==> config.mk <==
export PLATFORM = sky130hd
export DESIGN_NAME = addsub_sat_pipe
export DESIGN_NICKNAME = d
export VERILOG_FILES = /design/src/rtl/addsub_sat_pipe.sv
export SDC_FILE = /design/constraint.sdc
export NUM_CORES = 1
export LEC_CHECK = 0
export BUFFER_PORTS_ARGS = -buffer_cell sky130_fd_sc_hd__buf_4
export CORE_ASPECT_RATIO = 1.5
export CORE_MARGIN = 1
export CORE_UTILIZATION = 36
export DETAILED_ROUTE_END_ITERATION = 16
export GPL_TIMING_DRIVEN = 0
export PLACE_DENSITY = 0.6
export REMOVE_ABC_BUFFERS = 1
export SYNTH_ARGS = -nofsm -noshare
export SYNTH_HDL_FRONTEND = slang
export SYNTH_SLANG_ARGS = --single-unit
==> constraint.sdc <==
create_clock -name CLK -period 7.56 [get_ports CLK]
set_input_delay 1.134 -clock CLK [delete_from_list [all_inputs] [get_ports CLK]]
set_output_delay 1.134 -clock CLK [all_outputs]
set_load 0.005 [all_outputs]
==> src/rtl/addsub_sat_pipe.sv <==
// Pipelined signed add/subtract with optional saturation, valid chain,
// clock enable and a saturating 16-bit overflow counter.
module addsub_sat_pipe #(
  parameter int unsigned WIDTH    = 32,
  parameter int unsigned LATENCY  = 2,
  parameter int unsigned SATURATE = 1
) (
  input  logic             CLK,
  input  logic             SCLR,
  input  logic             CE,
  input  logic [WIDTH-1:0] A,
  input  logic [WIDTH-1:0] B,
  input  logic             ADD,
  input  logic             IN_VALID,
  input  logic             CNT_CLR,
  output logic [WIDTH-1:0] S,
  output logic             OUT_VALID,
  output logic             OVF,
  output logic [15:0]      OVF_CNT
);

  localparam int unsigned XW    = WIDTH + 1;
  localparam int unsigned CNT_W = 16;

  logic [XW-1:0]    w_a_ext;
  logic [XW-1:0]    w_b_ext;
  logic [XW-1:0]    w_exact;
  logic             w_ovf;
  logic [WIDTH-1:0] w_clamp;
  logic [WIDTH-1:0] w_res;

  logic             w_pv;
  logic             w_po;
  logic [WIDTH-1:0] w_ps;
  logic             w_load_ovf;

  logic [WIDTH-1:0] r_s;
  logic             r_out_valid;
  logic             r_ovf;
  logic [CNT_W-1:0] r_ovf_cnt;

  // Exact result in WIDTH+1 bits; the sign of the exact result picks the clamp rail.
  assign w_a_ext = {A[WIDTH-1], A};
  assign w_b_ext = {B[WIDTH-1], B};
  assign w_exact = ADD ? (w_a_ext + w_b_ext) : (w_a_ext - w_b_ext);
  assign w_ovf   = w_exact[XW-1] ^ w_exact[WIDTH-1];
  assign w_clamp = w_exact[XW-1] ? {1'b1, {(WIDTH-1){1'b0}}}
                                 : {1'b0, {(WIDTH-1){1'b1}}};
  assign w_res   = ((SATURATE != 0) && w_ovf) ? w_clamp : w_exact[WIDTH-1:0];

  // LATENCY-1 delay stages between the arithmetic and the output register.
  generate
    if (LATENCY > 1) begin : g_pipe
      localparam int unsigned N = LATENCY - 1;
      logic [N-1:0]     r_v;
      logic [N-1:0]     r_o;
      logic [WIDTH-1:0] r_d [N];

      always_ff @(posedge CLK) begin
        if (SCLR) begin
          r_v <= '0;
          r_o <= '0;
          for (int i = 0; i < N; i++) r_d[i] <= '0;
        end else if (CE) begin
          r_v[0] <= IN_VALID;
          r_o[0] <= w_ovf;
          r_d[0] <= w_res;
          for (int i = 1; i < N; i++) begin
            r_v[i] <= r_v[i-1];
            r_o[i] <= r_o[i-1];
            r_d[i] <= r_d[i-1];
          end
        end
      end

      assign w_pv = r_v[N-1];
      assign w_po = r_o[N-1];
      assign w_ps = r_d[N-1];
    end else begin : g_direct
      assign w_pv = IN_VALID;
      assign w_po = w_ovf;
      assign w_ps = w_res;
    end
  endgenerate

  assign w_load_ovf = CE & w_pv & w_po;

  // Output stage: bubbles clear OVF and leave S untouched; the counter clear ignores CE.
  always_ff @(posedge CLK) begin
    if (SCLR) begin
      r_s         <= '0;
      r_out_valid <= 1'b0;
      r_ovf       <= 1'b0;
      r_ovf_cnt   <= '0;
    end else begin
      if (CE) begin
        r_out_valid <= w_pv;
        r_ovf       <= w_pv & w_po;
        if (w_pv) r_s <= w_ps;
      end
      if (CNT_CLR) begin
        r_ovf_cnt <= CNT_W'(w_load_ovf);
      end else if (w_load_ovf && (r_ovf_cnt != {CNT_W{1'b1}})) begin
        r_ovf_cnt <= r_ovf_cnt + CNT_W'(1);
      end
    end
  end

  assign S         = r_s;
  assign OUT_VALID = r_out_valid;
  assign OVF       = r_ovf;
  assign OVF_CNT   = r_ovf_cnt;

endmodule

# Word level (Yosys, flattened, before mapping)
# Memories as Yosys holds them, arrays and structs flattened. A register that Yosys moved wholly into a read port is not among the register bits.
# Cells that the tools add are included.
classes:
  n_addsub: 3
  n_eq_ne: 1
  n_mux: 12
  bitwise: 4
  n_reduce_logical: 5
ops:
  columns: ["cell", "n"]
  rows:
  - ["2-to-1 mux 32 bit", 3]
  - ["adder 32 x 32 -> 33 bit", 1]
  - ["2-to-1 mux 33 bit", 1]
  - ["subtractor 32 x 32 -> 33 bit", 1]
  - ["OR reduction 32 bit", 1]
  - ["adder 16 x 1 -> 16 bit (second input constant)", 1]
  - ["inequality test 16 bit (second input constant)", 1]
  - ["2-to-1 mux 1 bit", 8]
  - ["bitwise AND 1 bit", 3]
  - ["AND reduction 2 bit", 1]
  - ["nonzero test 2 bit", 1]
  - ["OR reduction 2 bit", 1]
  - ["logical AND 1 bit", 1]
  - ["bitwise XOR 1 bit", 1]
totals:
  ff_bits: 20
  ram_bits: 32
  input_bits: 70
  memories: 1
mem_list:
  columns: ["memory", "depth", "word_bits", "rd", "rd_ports_with_merged_regs", "wr", "line", "text"]
  rows:
  - ["g_pipe.r_d", 1, 32, 1, 1, 1, "57", "logic [WIDTH-1:0] r_d [N];"]

# Depth between registers and ports, before layout
# Gate-level depths: netlist of run 1.
depth:
  ltp_word: 5
  mapped_depth: 22

# Least setup slack after synthesis of run 1
# No wires, ideal clock.
synth_timing:
  path_kind: "input port to flip-flop"
  from: "input port B[2]"
  to: "memory g_pipe.r_d[0][22], data pin"
  setup_time_ns: 0.254
  t_arrival_ns: 5.391
  t_required_ns: 7.306
  slack_ns: 1.915
  cell_stages: 19
  cell_sequence: "or4_1 > nor4_1 > and2_1 > nor2b_1 > nand2_1 > nor4_1 > a21oi_1 > xor2_1 > ha_1 > clkbuf_1 > o31ai_1 > a21oi_1 > or4b_2 > a21o_1 > and3_4 > nor3b_2 > buf_6 > buf_6 > a21o_1"
synth_via:
  elab_chain_cells: 5
  elab_cells_between_ends: 7
synth_rtl:
  columns: ["element", "line", "text"]
  rows:
  - ["from (decl)", "12", "input logic [WIDTH-1:0] B,"]
  - ["subtractor 32 x 32 -> 33 bit or adder 32 x 32 -> 33 bit (tied branches)", "45", "assign w_exact = ADD ? (w_a_ext + w_b_ext) : (w_a_ext - w_b_ext);"]
  - ["2-to-1 mux 33 bit (*)", "45", null]
  - ["2-to-1 mux 32 bit or bitwise XOR 1 bit (tied branches)", "47, 46", null]
  - ["2-to-1 mux 32 bit (*)", "49", "assign w_res = ((SATURATE != 0) && w_ovf) ? w_clamp : w_exact[WIDTH-1:0];"]
  - ["2-to-1 mux 32 bit (no source line) (*)", null, null]
  - ["to (decl)", "57", null]
# Mark *: on every way between the ends. The rest lies on a longest branch, timed or not.

# Worst setup path after layout of run 1
layout_timing:
  from: "input port B[2]"
  to: "memory g_pipe.r_d[0][18], data pin"
# The elaborated chain is that of the path after synthesis.

==> reports/results.txt, run 1 <==
Filler cells -> 1,531
Warnings from Yosys -> 0
Netlist cell types -> 62
First-pass GRT wire length -> 22,200 microns
WHS -> 0.458 ns
DR vias/cell -> 5.17
Worst setup margin -> 1.20 ns
Remaining Overflow, GRT -> 0
Crit path max fanout -> 22
Total CTS buffers -> 9
I/O Pins -> 120
Outcome -> complete, no violations
PortBufs -> 119
Number of flops mapped to enable cells by yosys -> 32
Row count -> 56
Post-CTS Setup Inserts -> 0
Tot GR Track Use -> 16.6%
Met1 usage -> 19.3%
Power Density -> 188 nW/um^2
Antenna Cells -> 0
Final Hold Violating Endpoints -> 0
Leak pwr -> 3.08 nW
Clock Latency Late Sink -> 0.33 ns
Nets -> 890
Worst Hold Launch -> S[27]$_SDFFE_PP0P_
CTS tree -> yes
Worst-path cell chain -> buf_4, or4_1, nor4_1, and2_1, nor2b_1, nand2_1, nor4_1, nor2_1, xor2_1, ha_1, a2111oi_0, a21oi_1, or4b_2, a21o_1, a21oi_1, nor3_4, buf_8, a31o_2
Reg-to-reg slack, setup -> 4.48 ns
Via count -> 5,129
Top post-synthesis cells by area -> dfxtp_1 (18%), edfxtp_1 (17%), ha_1 (7.7%)
Final Instance Count excl. Fillers -> 992
Share of cells above drive strength 1 -> 19.9%
Die Height -> 156 microns
Netlist Area Pre-Place -> 5720 sq um
Kind of critical path -> in2reg
Slew Limit Fails -> 0
Detailed Place HPWL -> 11,100 microns
Number of global-route vias before repair -> 4,844
TNS Setup -> 0 ns
Area delta synth->final -> 23.7%
Tcrit/Tclk final -> 84.1%
GRT met2 Usage -> 30.2%
# resized after CTS -> 0
Capture point of the worst reg-to-reg path -> OVF_CNT[13]$_SDFFE_PP0P_
Avg WL per Cell -> 13.9 microns
Worst-margin pin slew -> 1.17 ns
Synth top area share -> 18.2%
Critical path required time -> 7.65 ns
Drt first pass iters -> 4
Initial Util -> 36.6%
CP endpoint kind -> register
Cells after DPL -> 976
Largest net degree at the start of global routing -> 43
Final setup viols -> 0
Crit-path slowest cell -> or4b_2
Root Buffer -> clkbuf_16
DRC Markers -> 0
Met3 Track Usage GR -> 2.08%
Worst R2R Path Depth -> 8
Final core occ -> 45.3%
CORE AREA -> 15,600 sq um
Die Width -> 105 microns
Max H-tree Level -> 3
Hold_buf cts -> 0
Initial drt markers -> 270
Hold Path Depth -> 2
Max Clock Skew -> 0.00863 ns
Max-slew headroom -> 22.1%
WP data arrival -> 6.45 ns
Clock Path Buffers -> 2
Mapped Cells -> 681
RSZ-0062 raised after global routing -> no
CTS sink count -> 84
Fmax achieved -> 157 MHz
Worst setup SP type -> input pin
GRT Max-Usage Layer -> met2
Min-Delay Path Class -> reg2reg
Clock slew seen by the registers of the worst setup and hold paths -> 0.07 ns
FF-to-FF Start -> g_pipe.r_v$_SDFFE_PP0P_
Die area -> 16,400 sq um
Sequential area share after synthesis -> 35.0%
Pre-CTS setup slack -> 0.916 ns
Post-Route WL -> 13,700 microns
Syn Area/Cell -> 8.41 sq um
Post-DRT Antenna Nets -> 0
Peak supply drop -> 0.103 mV
Ys flop type -> dfxtp_1
Yosys reg bits -> 84
Slowest cell delay on critical path -> 0.72 ns
Cell taking the most area after synthesis -> dfxtp_1
Initial antenna violation count -> 0
Max_cap viols -> 0
Fin crit period -> 6.36 ns
GP Congestion -> 0.881
Hold path endpoint -> S[27]$_SDFFE_PP0P_
Asr flop ratio synth -> 0%
[worst max-delay path: cells and delay by family]
kind | cells | cell delay (ns)
and+or+nand+nor | 9 | 3.16
AOI/OAI and AO/OA | 5 | 1.41
buffers and inverters | 2 | 0.32
adders and majority gates | 1 | 0.23
xor gates and xnor gates | 1 | 0.17
[report_power, final]
part	internal, mW	switching (mW)	total (mW)
clock	0.245	0.177	0.422
combinational	0.173	0.209	0.382
sequential	0.516	0.0126	0.529
[metrics by stage]
stage                     instance area (sq um)  power (mW)
final                                      7080        1.33
after global routing                       7080        1.41
after CTS                                  7080        1.35
after detailed placement                   6790       0.917
after global placement                     6740       0.905
after floorplan                            5600       0.797
[metal layers]
layer  share of wire [%]  up-vias
li1                    -     2649
met1                  44     2338
met2                  50      118
met3                 2.7       24
met4                 3.1        0
met5                   0        -
[cells in the mapped netlist (2+ instances only)]
| cell | count |
|---|---|
| nor2b_1 | 6 |
| a21oi_1 | 74 |
| or2_2 | 8 |
| a211oi_1 | 11 |
| or4_1 | 2 |
| ha_1 | 35 |
| o21a_1 | 10 |
| and4_1 | 3 |
| xnor2_1 | 22 |
| xor2_1 | 43 |
| o211ai_1 | 5 |
| nor3_1 | 12 |
| o21bai_1 | 5 |
| or3_4 | 2 |
| o21ai_0 | 25 |
| and3_1 | 11 |
| a31o_2 | 3 |
| nand4_1 | 6 |
| nor3b_1 | 3 |
| nand2b_1 | 4 |
| dfxtp_1 | 52 |
| buf_6 | 2 |
| nand2_1 | 94 |
| a31oi_1 | 9 |
| nor4_1 | 7 |
| nor2_1 | 63 |
| or3_1 | 2 |
| nand3_1 | 14 |
| buf_2 | 3 |
| a21o_1 | 37 |
| a41o_1 | 2 |
| inv_1 | 15 |
| mux2i_1 | 3 |
| edfxtp_1 | 32 |
| clkbuf_1 | 23 |
| and2_1 | 7 |
[kinds of logic (layout without fill, tap and decap cells)]
kind of cell             after synthesis  in the layout  synth area share [%]
adder cells (fa/ha/maj)               36             36                  8.00
XOR/XNOR                              65             65                  9.95
buffers and inverters                 44            152                  3.21
AND/OR/NAND/NOR                      251            251                  20.9
multiplexers                           4              4                 0.721
AO/OA/AOI/OAI                        197            197                  22.3
flip-flops                            84             84                  35.0
[final cells by class]
class | instances | area, sq um | share of cell area, %
Multi-Input combinational cell | 553 | 3550 | 50.1
Sequential cell | 84 | 2000 | 28.3
Timing Repair Buffer | 121 | 923 | 13.0
Clock buffer | 11 | 254 | 3.59
Tap cell | 203 | 254 | 3.59
Inverter | 15 | 56.3 | 0.795
Clock inverter | 5 | 42.5 | 0.601
[sequential cells by signal, summed over array words and instances (netlist names)]
| name | cells |
|---|---|
| S | 32 |
| OUT_VALID | 1 |
| g_pipe.r_d | 32 |
| g_pipe.r_o | 1 |
| OVF_CNT | 16 |
| OVF | 1 |
| g_pipe.r_v | 1 |
[how the worst max path moves through the flow]
stage,startpoint,cells past startpoint,to
detailed placement,B[2],18,g_pipe.r_d[0][18]$_SDFFCE_PN0P_
CTS,B[2],18,g_pipe.r_d[0][18]$_SDFFCE_PN0P_
finish,B[2],18,g_pipe.r_d[0][18]$_SDFFCE_PN0P_
global route,B[2],18,g_pipe.r_d[0][19]$_SDFFCE_PN0P_
floorplan,B[2],16,g_pipe.r_d[0][18]$_SDFFCE_PN0P_
global placement,B[2],17,g_pipe.r_d[0][6]$_SDFFCE_PN0P_
[layout by cell type (no fill, tap or decap), types with 2 or more instances in the layout]
cell type	netlist	final
o21a_1	10	10
or3_1	2	2
xnor2_1	22	22
a31oi_1	9	9
clkinv_4	0	3
a31o_2	3	3
ha_1	35	35
o211ai_1	5	5
o21bai_1	5	5
and2_1	7	7
clkbuf_16	0	10
nor2_1	63	63
a21oi_1	74	74
a211oi_1	11	11
and3_1	11	11
dfxtp_1	52	52
or3_4	2	2
nand3_1	14	14
a41o_1	2	2
nand2b_1	4	4
nor2b_1	6	6
mux2i_1	3	3
and4_1	3	3
nor4_1	7	7
nor3_1	12	12
o21ai_0	25	25
nand4_1	6	6
nand2_1	94	94
nor3b_1	3	3
inv_1	15	15
xor2_1	43	43
edfxtp_1	32	32
or2_2	8	8
buf_8	0	2
or4_1	2	2
buf_4	0	119
a21o_1	37	37
No activity file was read; power rests on OpenSTA's default activity.
==> run 2: changes to the inputs <==
==> constraint.sdc (replaced) <==
create_clock -name CLK -period 6 [get_ports CLK]
set_input_delay 0.9 -clock CLK [delete_from_list [all_inputs] [get_ports CLK]]
set_output_delay 0.9 -clock CLK [all_outputs]
set_load 0.005 [all_outputs]
==> run 2 against run 1 <==
Combinational power rose by 27%. Clock skew shrank 0.00058 ns. Flip-flop and latch count is the same. Worst setup slack got worse by 0.93 ns. First-iteration DRC count decreased by 5.2%. Clock power is 26% higher. Critical path type unchanged.
==> reports/results.txt, run 2 (synthesized netlist as in run 1, its figures left out) <==
Outcome -> complete, no violations
Switching power total -> 0.505 mW (+26%)
Post-Route WL -> 13,800 microns (+0.30%)
Area delta synth->final -> 24.1%
Drt first pass iters -> 4 (unchanged)
CP endpoint kind -> register
Worst setup margin -> 0.273 ns (-0.928 ns)
Commonest non-fill, non-tap cells in the layout -> buf_4 (120), nand2_1 (94), a21oi_1 (74)
Remaining Overflow, GRT -> 0 (unchanged)
Total CTS buffers -> 9 (unchanged)
WHS -> 0.458 ns (-0.000127 ns)
Row count -> 56 (unchanged)
Fin crit period -> 5.73 ns
Worst-margin pin slew -> 1.16 ns (-0.0122 ns)
Max-slew headroom -> 22.9% (+0.81 points)
Filler cells -> 1,538 (+0.46%)
Initial drt markers -> 256 (-5.2%)
Pre-CTS setup slack -> -0.410 ns (-1.33 ns)
Nets -> 891 (+0.11%)
Crit path max fanout -> 22 (unchanged)
CTS sink count -> 84 (unchanged)
Hold_buf cts -> 0 (unchanged)
Leak pwr -> 3.09 nW (+0.19%)
Die area -> 16,400 sq um (unchanged)
Max Clock Skew -> 0.00805 ns (-0.000582 ns)
TNS Setup -> 0 ns (unchanged)
Final setup viols -> 0 (unchanged)
Detailed Place HPWL -> 11,100 microns (unchanged)
Buf+Inv Stages, Crit Path -> 2 (unchanged)
Post-DRT Antenna Nets -> 0 (unchanged)
Combinational power share -> 28.7% (about the same)
Initial antenna violation count -> 0 (unchanged)
Max_cap viols -> 0 (unchanged)
Via count -> 5,148 (+0.37%)
Crit path max-delay family -> simple AND/OR/NAND/NOR gates
CORE AREA -> 15,600 sq um (unchanged)
Clock slew seen by the registers of the worst setup and hold paths -> 0.06 ns (about the same)
DRC Markers -> 0 (unchanged)
Tot GR Track Use -> 16.6% (+0.027 points)
Fmax achieved -> 175 MHz
Sequential share of power -> 39.6% (about the same)
Tcrit/Tclk final -> 95.4%
Die Height -> 156 microns (unchanged)
RSZ-0062 raised after global routing -> no
Clock Path Buffers -> 2 (unchanged)
Slew Limit Fails -> 0 (unchanged)
Avg WL per Cell -> 13.9 microns (+0.20%)
Power Density -> 237 nW/um^2 (+26%)
I/O Pins -> 120 (unchanged)
Peak supply drop -> 0.131 mV (+27%)
Clock Latency Late Sink -> 0.33 ns (about the same)
P_int -> 1.18 mW (+26%)
Max H-tree Level -> 3 (unchanged)
Number of global-route vias before repair -> 4,852 (+0.17%)
Min-Delay Path Class -> reg2reg
Sw Ratio -> 30.0% (+0.064 points)
Slowest cell delay on critical path -> 0.71 ns (about the same)
Critical path required time -> 6.09 ns (-1.56 ns)
DR vias/cell -> 5.18 (+0.27%)
Crit-path slowest cell -> or4b_2
Worst-path cell chain -> buf_4, or4_1, nor4_2, and2_1, nor2b_1, nand2_1, nor4_2, nor2_1, xor2_1, ha_1, a2111oi_1, a21oi_1, or4b_2, a21o_1, a21oi_1, nor3_4, buf_8, a31o_2
Kind of critical path -> in2reg
Clock share of power -> 31.7% (about the same)
WP data arrival -> 5.81 ns (-0.64 ns)
PortBufs -> 119 (unchanged)
First-pass GRT wire length -> 22,300 microns (+0.16%)
Final core occ -> 45.5% (+0.14 points)
Share of cells above drive strength 1 -> 20.3% (+0.35 points)
CTS tree -> yes
Largest net degree at the start of global routing -> 43 (unchanged)
Root Buffer -> clkbuf_16
Final Hold Violating Endpoints -> 0 (unchanged)
Most common cell after layout, fill and taps aside -> buf_4
Antenna Cells -> 0 (unchanged)
GP Congestion -> 0.881 (unchanged)
Die Width -> 105 microns (unchanged)
Worst setup SP type -> input pin
Initial Util -> 36.6% (unchanged)
[run 2: timing repair]
action,in CTS,in global routing
endpoints found under the setup margin,20,31
gates resized for setup,1,2
setup buffers,0,1
pin swaps,0,0
[run 2: power by group through the flow]
stage / clock network (mW) / registers (mW) / logic, mW
after global routing: 0.572 / 0.671 / 0.537
final: 0.533 / 0.666 / 0.484
after global placement: 0 / 0.677 / 0.464
after CTS: 0.551 / 0.667 / 0.481
after detailed placement: 0 / 0.679 / 0.476
after floorplan: 0 / 0.674 / 0.330
[run 2: metal layers]
layer	up-vias	track usage, %	wire length, microns
li1	2657	-	-
met1	2346	19.3	6060
met2	121	30.3	6930
met3	24	2.08	391
met4	0	7.31	401
met5	-	0	0
[run 2: worst register-to-register path: cells and delay by family (launching register included)]
family | cells | cell delay, ns
DFF | 1 | 0.34
and+or+nand+nor | 6 | 1.92
AOI/OAI and AO/OA | 1 | 0.54
xor gates and xnor gates | 1 | 0.16
[run 2: final cells by class]
type	count	area [sq um]	area share (%)
Multi-Input combinational cell	553	3560	50.2
Tap cell	203	254	3.58
Clock inverter	5	42.5	0.599
Clock buffer	11	254	3.58
Inverter	15	56.3	0.793
Sequential cell	84	2000	28.2
Timing Repair Buffer	122	931	13.1
[run 2: metrics by stage]
| stage | total power, mW | std cells | cell area [sq um] |
|---|---|---|---|
| floorplan | 1.00 | 652 | 5600 |
| detailed placement | 1.16 | 976 | 6790 |
| CTS | 1.70 | 992 | 7090 |
| finish | 1.68 | 993 | 7100 |
| global placement | 1.14 | 974 | 6740 |
| global route | 1.78 | 993 | 7100 |
[run 2: worst paths after layout]
kind / from / slack, ns / end / cells after the start
worst max-delay path: B[2] / 0.27 / g_pipe.r_d[0][18]$_SDFFCE_PN0P_ / 18
worst min-delay path: S[17]$_SDFFE_PP0P_ / 0.46 / S[17]$_SDFFE_PP0P_ / 2
worst max register to register: g_pipe.r_v$_SDFFE_PP0P_ / 2.92 / OVF_CNT[13]$_SDFFE_PP0P_ / 8
worst min register to register: S[17]$_SDFFE_PP0P_ / 0.46 / S[17]$_SDFFE_PP0P_ / 2
